`src/rtl/acc_prefix_sum.sv`:
```
// acc_prefix_sum
// In-place 32-bit prefix-sum accelerator for the MIPS data memory.
// A rising edge on accbypassA in IDLE launches a job that walks datasizeA
// words starting at startaddrA. Each word is replaced by the running sum of
// itself and every earlier word in the block. Completion is flagged by a
// one-cycle accdone pulse, and the final sum is held on result.
//
// Ports:
//   clk         rising-edge clock
//   reset       asynchronous, active-high reset
//   accbypassA  start request (rising-edge sensitive)
//   startaddrA  word address of the first element
//   datasizeA   number of words to process (0..2^AW-1)
//   readdata    data-memory read data, combinational from addr
//   memwrite    data-memory write enable
//   addr        data-memory word address
//   writedata   data-memory write data
//   accdone     one-cycle completion pulse
//   busy        high while the job is in RUN
//   result      final running sum of the last completed job
module acc_prefix_sum #(
  parameter int AW = 6,
  parameter int DW = 32
) (
  input  logic          clk,
  input  logic          reset,
  input  logic          accbypassA,
  input  logic [AW-1:0] startaddrA,
  input  logic [AW-1:0] datasizeA,
  input  logic [DW-1:0] readdata,
  output logic          memwrite,
  output logic [AW-1:0] addr,
  output logic [DW-1:0] writedata,
  output logic          accdone,
  output logic          busy,
  output logic [DW-1:0] result
);

  typedef enum logic [1:0] {
    IDLE = 2'd0,
    RUN  = 2'd1,
    DONE = 2'd2
  } state_t;

  state_t        state_r;
  state_t        state_s;
  logic          req_r;
  logic          start_s;
  logic [AW-1:0] cur_r;
  logic [AW-1:0] remaining_r;
  logic [DW-1:0] acc_r;
  logic [DW-1:0] result_r;
  logic [DW-1:0] sum_s;

  // Only a low-to-high transition of the request counts; a held level does not.
  assign start_s = accbypassA & ~req_r;
  assign sum_s   = acc_r + readdata;

  // State register.
  always_ff @(posedge clk or posedge reset) begin
    if (reset) begin
      state_r <= IDLE;
    end else begin
      state_r <= state_s;
    end
  end

  // Next-state logic.
  always_comb begin
    state_s = state_r;
    case (state_r)
      IDLE: begin
        if (start_s) begin
          // A zero-length job skips RUN and just reports completion.
          if (datasizeA != {AW{1'b0}}) begin
            state_s = RUN;
          end else begin
            state_s = DONE;
          end
        end else begin
          state_s = IDLE;
        end
      end
      RUN: begin
        if (remaining_r == AW'(1)) begin
          state_s = DONE;
        end else begin
          state_s = RUN;
        end
      end
      DONE:    state_s = IDLE;
      default: state_s = IDLE;
    endcase
  end

  // Memory-port and status outputs, decoded from the registered state.
  always_comb begin
    memwrite  = 1'b0;
    writedata = {DW{1'b0}};
    addr      = cur_r;
    busy      = (state_r == RUN);
    accdone   = (state_r == DONE);
    if (state_r == RUN) begin
      memwrite  = 1'b1;
      writedata = sum_s;
    end else begin
      memwrite  = 1'b0;
      writedata = {DW{1'b0}};
    end
  end

  // Job datapath: request edge tracker, address walker, running sum, result.
  always_ff @(posedge clk or posedge reset) begin
    if (reset) begin
      req_r       <= 1'b0;
      cur_r       <= {AW{1'b0}};
      remaining_r <= {AW{1'b0}};
      acc_r       <= {DW{1'b0}};
      result_r    <= {DW{1'b0}};
    end else begin
      req_r <= accbypassA;
      case (state_r)
        IDLE: begin
          // Job parameters are captured only here; later input changes are ignored.
          if (start_s) begin
            cur_r       <= startaddrA;
            remaining_r <= datasizeA;
            acc_r       <= {DW{1'b0}};
          end else begin
            cur_r <= cur_r;
          end
        end
        RUN: begin
          acc_r       <= sum_s;
          cur_r       <= cur_r + AW'(1);
          remaining_r <= remaining_r - AW'(1);
        end
        DONE: begin
          result_r <= acc_r;
        end
        default: begin
          acc_r <= acc_r;
        end
      endcase
    end
  end

  assign result = result_r;

endmodule

```
`config.mk`:
```
export PLATFORM = sky130hd
export DESIGN_NAME = acc_prefix_sum
export DESIGN_NICKNAME = d
export VERILOG_FILES = /design/src/rtl/acc_prefix_sum.sv
export SDC_FILE = /design/constraint.sdc
export NUM_CORES = 1
export LEC_CHECK = 0
export ABC_AREA = 1
export ABC_CLOCK_PERIOD_IN_PS = 3200
export CAP_MARGIN = 20
export CORE_MARGIN = 1.5
export CORE_UTILIZATION = 53
export DETAILED_ROUTE_END_ITERATION = 12
export PLACE_DENSITY = 0.87
export SLEW_MARGIN = 20
export SYNTH_ARGS = -nofsm -noshare
export SYNTH_HDL_FRONTEND = slang
export SYNTH_SLANG_ARGS = --single-unit
```
`constraint.sdc`:
```
create_clock -name clk -period 3.2 [get_ports clk]
set_input_delay 0.64 -clock clk [delete_from_list [all_inputs] [get_ports clk]]
set_output_delay 0.64 -clock clk [all_outputs]
set_load 0.02 [all_outputs]
```
==> flow_summary.json <==
{
  "overflow": 0,
  "dp_worst_setup_slack_ns": -0.6457,
  "holdBufCountCts": 0,
  "clk_pin_slew_ns": 0.09,
  "drc": 0,
  "vdd_ir_drop_max_v": 0.0007901,
  "fin_hold_ws_ns": 0.4799,
  "tightest_slew_ns": 0.8475,
  "grt_pass1_vias": 6175,
  "syn_nets": 990,
  "start_util_pct": 53.92,
  "p_sw_share_pct": 50.28,
  "switchingPower_w": 0.004707,
  "die_height_um": 107.8,
  "avgSynthCellArea_um2": 6.409,
  "synthDistinctLibCells": 38,
  "die_x_um": 107.8,
  "routed_wl_um": 17830,
  "syn_inst": 908,
  "hold_viol_final": 0,
  "fmax_mhz": 317.6,
  "syn-cell-area_mm2": 0.005819,
  "drive_gt1_share_pct": 20.74,
  "drtIter0Drc": 417,
  "ant_nets": 0,
  "p_comb_share_pct": 71.8,
  "clock_latency_ns": 0.37,
  "syn2layout_area_growth_pct": 43.26,
  "routabilityCongestion": 0.9255,
  "cp.required_ns": 2.56,
  "ys_seq_area_share_pct": 33.97,
  "clkPwrFrac_pct": 8.6,
  "cp-end-kind": "output port",
  "diodes": 0,
  "design.core.area_mm2": 0.01079,
  "p_leak_nw": 4.709,
  "vias_per_cell": 5.196,
  "min_path_type": "reg2reg",
  "layout_common_cells": "nand2_1, inv_1, dfrtp_1",
  "setup_viol": 0,
  "cp_max_fo": 4,
  "synth_seq_cells": 79,
  "intPower_w": 0.004654,
  "root_buffer": "clkbuf_8",
  "antenna_found_initial": 0,
  "cts_htree_levels": 3,
  "power_w": 0.009361,
  "rows": 38,
  "cap_violations": 0,
  "slew_headroom_pct": 43.50,
  "power.density_mw_per_mm2": 1123,
  "grt.total_usage_pct": 30.17,
  "die_area_mm2": 0.01162,
  "arrival_ns": 2.51,
  "port-buffer-count": 119,
  "layout_commonest_cell": "nand2_1",
  "seqPwrFrac_pct": 19.6,
  "dp_hpwl_um": 12290,
  "critical_path_class": "in2out",
  "skew_ns": 0.01256,
  "cts_buffer_depth": 2,
  "slew_viol_final": 0,
  "finalCritPeriodShare_pct": 98.38,
  "cts_inserted_buffers": 9,
  "period_minus_slack_ns": 3.148,
  "ys.warnings.count": 0,
  "dr_total_vias": 6365,
  "startpoint_type": "input pin",
  "outcome": "finished, final reports clean",
  "nNetsFinal": 1162,
  "cts_tree": "yes",
  "wl_per_cell_um": 14.56,
  "grt_pass1_wl_um": 27760,
  "postLayoutSetupSlackWorst_ns": 0.05181,
  "ioPinCount": 120,
  "grt_start_max_net_pins": 54,
  "clkSinkCount": 79,
  "drt_pass1_iterations": 8
}
-- cell type report --
type | instances | area, um^2
sequential | 79 | 1977
inverter | 188 | 709.4
clock inverter | 7 | 78.83
timing repair buffer | 178 | 1629
fill | 831 | 2456
multi-input combinational | 624 | 3643
tap | 140 | 175.2
clock buffer | 9 | 123.9
-- cells in the mapped netlist (all sizes together) --
| cell type | instances | area (um^2) |
|---|---|---|
| nor3 | 9 | 50.05 |
| o21bai | 6 | 45.04 |
| nor2 | 76 | 300.3 |
| nand2 | 354 | 1364 |
| a221oi | 1 | 8.760 |
| o22ai | 14 | 87.58 |
| buf | 9 | 52.55 |
| o221ai | 5 | 43.79 |
| xor2 | 1 | 8.760 |
| nand3b | 2 | 18.77 |
| a22oi | 1 | 7.510 |
| o21ai | 39 | 195.2 |
| or2 | 1 | 6.260 |
| a21oi | 24 | 123.9 |
| nand3 | 47 | 275.3 |
| a31oi | 1 | 6.260 |
| clkbuf | 8 | 40.04 |
| and2 | 1 | 6.260 |
| inv | 188 | 705.7 |
| a21o | 2 | 15.01 |
| nor3b | 2 | 15.01 |
| nand4 | 2 | 12.51 |
| ha | 34 | 425.4 |
| dfrtp | 79 | 1977 |
| xnor2 | 1 | 8.760 |
| fa | 1 | 20.02 |
-- state kept, by name, indices dropped and copies added (netlist names) --
name	cells
acc_r	32
result	32
addr	6
remaining_r	6
state_r	2
req_r	1
-- path summary, 6_finish.rpt --
check / slack, ns / cells past startpoint / end / from
worst max-delay path: 0.05 / 12 / writedata[30] / readdata[24]
worst min-delay path: 0.48 / 2 / result[29]$_DFFE_PP0P_ / result[29]$_DFFE_PP0P_
worst max register to register: 0.87 / 7 / remaining_r[4]$_DFFE_PP0P_ / state_r[1]$_DFF_PP0_
worst min register to register: 0.48 / 2 / result[29]$_DFFE_PP0P_ / result[29]$_DFFE_PP0P_
max in group asynchronous: 1.91 / 3 / acc_r[14]$_DFFE_PP0P_ / reset
min in group asynchronous: 0.62 / 2 / remaining_r[0]$_DFFE_PP0P_ / reset
-- power by group through the flow --
stage | registers (W) | logic (W) | clock network, W
floorplan | 0.00193 | 0.00345 | 0
global placement | 0.00175 | 0.00596 | 0
detailed placement | 0.00176 | 0.00608 | 0
CTS | 0.00178 | 0.00615 | 0.000807
global route | 0.00189 | 0.00733 | 0.000855
finish | 0.00184 | 0.00672 | 0.000803
-- routing by layer --
layer  up-vias  GRT usage (%)  share of wire (%)
li1       3110              -                  -
met1      2973          38.31                 43
met2       240          51.73                 50
met3        42          4.843                5.7
met4         0          10.90                2.1
met5         -              0                  0
-- cells by family after synthesis --
family | synth area share [%]
xor gates and xnor gates | 0.3011
adders and majority gates | 7.654
AOI/OAI and AO/OA | 9.159
DFF | 33.97
and+or+nand+nor | 35.20
buffers and inverters | 13.72
-- per-stage QoR --
stage / TNS [ns] / instances / util [%] / area (um^2)
after floorplan: 0 / 908 / - / 5819
after global placement: -13.10 / 1205 / 69.84 / 7537
after detailed placement: -13.72 / 1205 / 69.84 / 7537
after CTS: -0.03797 / 1222 / 73.19 / 7899
after global routing: -0.1709 / 1225 / 77.24 / 8337
final: 0 / 1225 / 77.24 / 8337
-- critical path, stage by stage --
cell	delay, ns
clkdlybuf4s50_1	0.41
ha_2	0.39
nand2_1	0.12
nor2_2	0.19
nand2_1	0.13
nor2_1	0.16
nand2_2	0.08
nand2_1	0.07
nand2_1	0.06
nand3_2	0.10
inv_2	0.04
buf_6	0.12
-- repair_timing --
action                                  in CTS  in global routing
cloned                                       0                  0
endpoints found under the setup margin      30                 29
resized for setup                          150                102
setup buffers                                1                  3
pin swaps                                    8                 22
No activity file was read; power rests on OpenSTA's default activity.
